$ cat src/rtl/pl_exc_if_stage.sv
// Instruction-fetch stage: PC register, next-PC selection with exception/eret redirect,
// and the IF/ID pipeline register carrying the fetched word and its tags.
module pl_exc_if_stage #(
    parameter logic [31:0] RESET_PC = 32'h0000_0000,
    parameter logic [31:0] EXC_BASE = 32'h0000_0008,
    parameter int          CNT_W    = 32
) (
    input  logic             clk,
    input  logic             rst,
    input  logic             stall,
    input  logic [1:0]       pcsrc,
    input  logic [31:0]      bpc,
    input  logic [31:0]      rpc,
    input  logic [31:0]      jpc,
    input  logic             id_is_jb,
    input  logic             exc_req,
    input  logic             eret_req,
    input  logic [31:0]      epc,
    output logic [31:0]      i_addr,
    input  logic [31:0]      i_data,
    output logic [31:0]      d_inst,
    output logic [31:0]      d_pc,
    output logic [31:0]      d_pc4,
    output logic             d_valid,
    output logic             d_bd,
    output logic [CNT_W-1:0] fetch_cnt
);

    localparam logic [31:0] WORD_MASK = 32'hFFFF_FFFC;

    logic [31:0] pc_r;
    logic [31:0] pc4_s;
    logic [31:0] target_s;

    // Every PC source is forced onto a word boundary.
    function automatic logic [31:0] align_word(input logic [31:0] addr);
        return addr & WORD_MASK;
    endfunction

    assign pc4_s  = pc_r + 32'd4;
    assign i_addr = pc_r;

    // Normal next-PC selection driven by decode.
    always_comb begin
        target_s = pc4_s;
        case (pcsrc)
            2'b00:   target_s = pc4_s;
            2'b01:   target_s = bpc;
            2'b10:   target_s = rpc;
            2'b11:   target_s = jpc;
            default: target_s = pc4_s;
        endcase
    end

    // PC and IF/ID register update: rst > exc_req > eret_req > stall > advance.
    always_ff @(posedge clk) begin
        if (rst) begin
            pc_r      <= align_word(RESET_PC);
            d_inst    <= 32'h0000_0000;
            d_pc      <= 32'h0000_0000;
            d_pc4     <= 32'h0000_0000;
            d_valid   <= 1'b0;
            d_bd      <= 1'b0;
            fetch_cnt <= {CNT_W{1'b0}};
        end else if (exc_req) begin
            // Squash keeps d_pc/d_pc4 so CP0 still sees the last fetched address.
            pc_r    <= align_word(EXC_BASE);
            d_inst  <= 32'h0000_0000;
            d_valid <= 1'b0;
            d_bd    <= 1'b0;
        end else if (eret_req) begin
            pc_r    <= align_word(epc);
            d_inst  <= 32'h0000_0000;
            d_valid <= 1'b0;
            d_bd    <= 1'b0;
        end else if (!stall) begin
            pc_r      <= align_word(target_s);
            d_inst    <= i_data;
            d_pc      <= pc_r;
            d_pc4     <= pc4_s;
            d_valid   <= 1'b1;
            d_bd      <= id_is_jb;
            fetch_cnt <= fetch_cnt + {{(CNT_W-1){1'b0}}, 1'b1};
        end else begin
            pc_r <= pc_r;
        end
    end

endmodule

$ cat config.mk
export PLATFORM = sky130hd
export DESIGN_NAME = pl_exc_if_stage
export DESIGN_NICKNAME = d
export VERILOG_FILES = /design/src/rtl/pl_exc_if_stage.sv
export SDC_FILE = /design/constraint.sdc
export NUM_CORES = 1
export LEC_CHECK = 0
export BUFFER_PORTS_ARGS = -buffer_cell sky130_fd_sc_hd__buf_4
export CAP_MARGIN = 5
export CORE_MARGIN = 1.5
export CORE_UTILIZATION = 48
export DETAILED_ROUTE_END_ITERATION = 8
export PLACE_DENSITY_LB_ADDON = 0.08
export SLEW_MARGIN = 30
export SYNTH_ARGS = -nofsm -noshare
export SYNTH_HDL_FRONTEND = slang
export SYNTH_SLANG_ARGS = --single-unit
$ cat constraint.sdc
create_clock -name clk -period 2.6 [get_ports clk]
set_input_delay 0.26 -clock clk [delete_from_list [all_inputs] [get_ports clk]]
set_output_delay 0.26 -clock clk [all_outputs]
set_load 0.02 [all_outputs]
==> run metrics, run 1 <==
worst path required time=2940 ps; synth warn=0; worst-skew pair later-pin latency=420 ps; Residual DRC=0; fin crit share=90.1%; CTS Buffer Depth=2; Initial Util=49.1%; cts bufs inserted=17; Power per Cell Area=528 nW/um^2; RSZ-0062 raised after global routing=false; Clock Power Share=42.8%; vias in the first global route=7500; antenna violations before repair=0; GRT Util Overall=30.3%; mean post-synth cell area=7.93 sq um; cell count after synthesis=984; Reg2Reg Launch Point=i_addr[10]; Routed WL=26300 um; CP endpoint kind=flip-flop; share of power burned in combinational logic=13.8%; Synth top area share=40.0%; Net Sw Frac=26.4%; area leader, netlist=dfxtp_1; worst min-delay path class=input port to flip-flop; Seq/Total Area, Yosys=40.0%; Tmin final=2340 ps; DR iter-0 viols=498; max_cap viols=0; max_slew headroom=50.1%; Psw=0.00152 W; wire per inst=17.6 um; post-CTS setup buffer count=0; crit-path max FO=9; drt first pass iters=6; top-count cell post-synth=dfxtp_1; Post-CTS Resized=0; # rows=46; Final Non-Filler Cells=1498; pin count of the biggest net entering global routing=67; final slew viol count=0; worst path cell trace=nand4_1 -> nor4_1 -> nand3_1 -> or4_1 -> a311oi_1; H-tree Lvls=4; setup_tns=0 ps; Hold Path End=d_inst[6]; die height=130 um; commonest cells in the netlist=dfxtp_1 (156), nand2_1 (136), nor2_1 (118), a21oi_1 (98); Max Clock Skew=11.0 ps; outcome=completed; Reg power frac=43.4%; die span in x=130 um; Placer Congestion=0.953; P_int=0.00425 W; TritonCTS clock tree=yes; CP Class=flip-flop to flip-flop; Die Footprint=17000 sq um; port bufs=315; Final HPWL DP=19400 um; CTS clock-pin slew for the worst setup and hold paths=70 ps; top cells by area, synth=dfxtp_1 (40%), mux2i_1 (8.1%), nand2_1 (6.5%), a21oi_1 (6.3%), nor2_1 (5.7%); CP max stage cell=or4_1; Mapped Area=7800 sq um; max incr delay on CP=550 ps; Post-Place Cells=1466; asr flop ratio synth=0%; remaining antenna violation count=0; Top FF cell, synth=dfxtp_1; Worst R2R End=d_pc4[29]; setup violators final=0; Yosys cell types=52; clock sinks=156; Hold Fails Final Rpt=0; Worst Path Arrival=2680 ps; Syn-to-layout area delta=40.2%; r2r setup slk=260 ps; # nets final=1439; hold_sp=i_data[6]; global-route wire length before repair=39900 um; maximum vdd drop=0.000550 V; Final Util=68.9%; reg2reg path depth=5; Remaining Overflow, GRT=0; LEAKAGE=4.68 nW; Yosys reg bits=156; CP Launch Type=flip-flop; number of flops mapped to enable cells by yosys=0; Max Fclk=0.427 GHz; Worst Hold Path Cells=3; vias per inst=5.54; Inserted Diodes=0; crit-path leading delay family=simple AND/OR/NAND/NOR gates; IO Count=330; Buf+Inv Stages, Crit Path=0; layout cells sized above 1=30.8%; CP Depth=5; CTS root buffer=clkbuf_16; Core ar.=15900 sq um; DR vias=8306; slew of the pin with the lowest slew margin=749 ps; CTS Hold Buffers Added=0
-- routing by layer --
metal / share of wire (%) / track usage (%) / routed length [um]
met3: 8.1 / 8.67 / 2130
met1: 41 / 37.7 / 10800
met2: 48 / 51.1 / 12700
met5: 0 / 0 / 0
met4: 2.6 / 8.92 / 695
-- kinds of logic (layout without fill, tap and decap cells) --
| family | Yosys count | in the layout | share of synthesized area [%] |
|---|---|---|---|
| AND/OR/NAND/NOR | 423 | 423 | 26.2 |
| AO/OA/AOI/OAI | 195 | 195 | 14.3 |
| flip-flops | 156 | 156 | 40.0 |
| buffers and inverters | 98 | 391 | 5.24 |
| multiplexers | 68 | 68 | 9.24 |
| XOR/XNOR | 41 | 41 | 4.60 |
| adder cells (fa/ha/maj) | 2 | 2 | 0.321 |
| other | 1 | 6 | 0.0481 |
-- flip-flops by register name, indices dropped and copies added (netlist names) --
signal	count
fetch_cnt	32
d_bd	1
i_addr	30
d_valid	1
d_inst	32
d_pc4	30
d_pc	30
-- worst min-delay path, cell delays in order --
cell and delay (ps):
buf_4 70, mux2i_1 50, nor2_1 70
-- layout make-up --
| type | instances | area [sq um] |
|---|---|---|
| clock buffer | 17 | 425 |
| clock inverter | 15 | 161 |
| fill | 1420 | 4940 |
| inverter | 11 | 41.3 |
| multi-input combinational | 735 | 4300 |
| sequential | 156 | 3120 |
| tap | 216 | 270 |
| timing repair buffer | 348 | 2630 |
-- layout by cell type (no fill, tap or decap), drive strengths merged, types with 4 or more instances in the layout --
master	count
buf	348
dfxtp	156
nand2	136
nor2	118
a21oi	98
mux2i	63
o21ai	48
nor3	33
nand4	29
xor2	24
nor4	23
nand3	20
xnor2	17
clkbuf	17
or3	15
inv	15
a211oi	14
and3	9
and2	8
o211ai	7
and4	7
o31ai	6
conb	6
clkinv	6
o21a	5
nor3b	5
and3b	5
nor2b	4
nor4b	4
-- through the flow --
step	total power (W)	hold slack (ps)	worst slack [ps]	instance area, sq um
4_1_cts	0.00580	57.6	323	10900
3_3_place_gp	0.00334	438	318	10400
6_report	0.00577	66.0	257	10900
3_5_place_dp	0.00335	446	289	10400
5_1_grt	0.00598	54.8	147	10900
2_1_floorplan	0.00296	404	405	7820
-- power groups by stage --
stage	clock network [W]	registers, W	logic, W
detailed placement	0	0.00256	0.000788
CTS	0.00251	0.00251	0.000791
floorplan	0	0.00261	0.000349
finish	0.00247	0.00251	0.000796
global route	0.00262	0.00251	0.000853
global placement	0	0.00256	0.000781
-- how the worst max path moves through the flow --
stage | from | to
final | i_addr[10] | d_pc4[29]
after global routing | i_addr[10] | d_pc4[29]
after CTS | i_addr[10] | d_pc4[29]
after detailed placement | stall | fetch_cnt[31]
after global placement | stall | fetch_cnt[27]
after floorplan | fetch_cnt[2] | fetch_cnt[30]
Note: power is estimated with default switching activity, not from simulation.
==> run 2: changes to the inputs <==
Settings changed: ABC_AREA from default to 1, CORE_UTILIZATION 48 to 49.
==> run 2 against run 1 <==
Against the previous run:
- global-route usage is 1.9 points higher
- sequential share of layout area is 0.75 points lower
- largest power group is now clock
- worst setup slack better by 510 ps
- critical endpoint is now i_addr[20]
- power is 2.9% higher
- critical path type unchanged
==> run metrics, run 2 <==
Power per Cell Area=529 nW/um^2; setup_tns=0 ps; slew of the pin with the lowest slew margin=631 ps; maximum vdd drop=0.000580 V; Hold Path End=d_inst[20]; CTS Buffer Depth=2; Reg power frac=42.7%; Syn-to-layout area delta=38.1%; top cells by area, synth=dfxtp_1 (38%), nand2_1 (19%), a21oi_1 (7.0%), o21ai_0 (6.9%), nor2_1 (5.9%); layout cells sized above 1=24.8%; DP Worst Slack=634 ps; RSZ-0062 raised after global routing=false; Initial Util=50.7%; Hold Fails Final Rpt=0; CTS root buffer=clkbuf_16; drt first pass iters=5; DR vias=9450; Placer Congestion=0.938; Routed WL=28600 um; Reg2Reg Launch Point=i_addr[3]; CP max stage cell=dfxtp_1; GRT Util Overall=32.2%; max_cap viols=0; Top FF cell, synth=dfxtp_1; Inserted Diodes=0; worst min-delay path class=input port to flip-flop; share of power burned in combinational logic=14.3%; largest registers=d_inst: 32 flops, fetch_cnt: 32 flops; top-count cell post-synth=nand2_1; Die Footprint=17400 sq um; vias in the first global route=8441; crit-path max FO=6; area leader, netlist=dfxtp_1; worst path required time=2900 ps; number of flops mapped to enable cells by yosys=0; Worst Path Arrival=2130 ps; CP Launch Type=flip-flop; Psw=0.00162 W; asr flop ratio synth=0%; Worst Setup Slack, final=768 ps; Seq/Total Area, Yosys=38.4%; Clock Power Share=43.0%; worst-skew pair later-pin latency=420 ps; Core ar.=16100 sq um; hold_sp=i_data[20]; CTS clock-pin slew for the worst setup and hold paths=70 ps; fin crit share=70.5%; clock sinks=156; CP endpoint kind=flip-flop; CP most frequent cell=nand2_1; post-CTS setup buffer count=0; global-route wire length before repair=44700 um; P_int=0.00432 W; worst path cell trace=ha_1 -> nand2_1 -> nor2_4 -> nand2_4 -> nor2_2 -> nand2_1 -> nand2_1 -> nand3_1 -> a21oi_1 -> nor2_1; antenna violations before repair=0; commonest cells in the netlist=nand2_1 (407), dfxtp_1 (156), nor2_1 (129), a21oi_1 (114), o21ai_0 (113); # rows=46; Residual DRC=0; Worst R2R End=i_addr[20]; max incr delay on CP=470 ps; Max Fclk=0.546 GHz; max_slew headroom=57.9%; LEAKAGE=4.93 nW; final slew viol count=0; most frequent cells in the layout=nand2_1 (407), buf_4 (329), dfxtp_1 (156); footprint of the multi-input gates=4310 sq um; CTS Hold Buffers Added=0; cell count after synthesis=1265; pin count of the biggest net entering global routing=65; mean post-synth cell area=6.44 sq um; vias per inst=5.30; Tmin final=1830 ps; wire per inst=16.1 um; setup violators final=0; die span in x=132 um; r2r setup slk=770 ps; Mapped Area=8140 sq um; Final Util=70.0%; die height=132 um; most common cell after layout, fill and taps aside=nand2_1; Post-CTS Resized=0; # nets final=1724; Remaining Overflow, GRT=0; IO Count=330; Yosys reg bits=156; CP Class=flip-flop to flip-flop; DR iter-0 viols=833; Final HPWL DP=21300 um; Synth top area share=38.4%; reg2reg path depth=10; Net Sw Frac=27.2%; outcome=completed; port bufs=315; Max Clock Skew=8.66 ps; H-tree Lvls=4; cts bufs inserted=17; fillcell total=1442; Yosys cell types=36; Register Area=3120 sq um; TritonCTS clock tree=yes; remaining antenna violation count=0; Worst Hold Path Cells=3; synth warn=0
run 2: critical path: cells and delay by family, from the launching register on:
kind / cells / cell delay (ps)
AOI/OAI and AO/OA: 1 / 140
adders and majority gates: 1 / 270
DFF: 1 / 470
and+or+nand+nor: 8 / 850
run 2: cell families (layout without fill, tap and decap cells):
| kind of cell | Yosys count | count (layout) | synth area share (%) |
|---|---|---|---|
| other cells | 1 | 6 | 0.0461 |
| fa+ha+maj | 2 | 2 | 0.307 |
| buf+inv | 177 | 474 | 8.93 |
| compound gates | 278 | 278 | 18.3 |
| flops | 156 | 156 | 38.4 |
| xor+xnor | 12 | 12 | 1.29 |
| simple gates | 639 | 639 | 32.8 |
run 2: power by group through the flow:
stage	registers (W)	clock network, W	logic (W)
2_1_floorplan	0.00266	0	0.000334
3_3_place_gp	0.00258	0	0.000830
3_5_place_dp	0.00258	0	0.000841
4_1_cts	0.00253	0.00259	0.000844
5_1_grt	0.00254	0.00270	0.000918
6_report	0.00253	0.00256	0.000849
run 2: metal layers:
metal / wire (um) / GRT usage (%)
met2: 12900 / 50.0
met3: 2940 / 9.73
met1: 12000 / 42.5
met4: 829 / 11.0
met5: 0 / 0
run 2: worst max-delay path by stage:
stage               from            end  slack, ps  cells after the start
2_1_floorplan  i_addr[2]     i_addr[20]        910                     10
4_1_cts        i_addr[2]     i_addr[20]        800                     10
6_report       i_addr[3]     i_addr[20]        770                     10
5_1_grt        i_addr[2]      d_pc4[24]        650                     10
3_3_place_gp    eret_req  fetch_cnt[18]        680                     11
3_5_place_dp    eret_req  fetch_cnt[22]        630                     11
run 2: layout make-up:
class	count	share of cell area (%)
sequential	156	27.8
tap	216	2.40
clock buffer	19	4.03
timing repair buffer	331	22.3
multi-input combinational	937	38.3
clock inverter	13	1.35
inverter	111	3.75
run 2: metrics by stage:
step	cell area [sq um]	hold WS [ps]	total power [W]	instances
2_1_floorplan	8160	404	0.00300	1270
3_3_place_gp	10600	446	0.00341	1751
3_5_place_dp	10600	450	0.00343	1751
4_1_cts	11200	76.2	0.00596	1783
5_1_grt	11200	73.3	0.00616	1783
6_report	11200	88.7	0.00594	1783
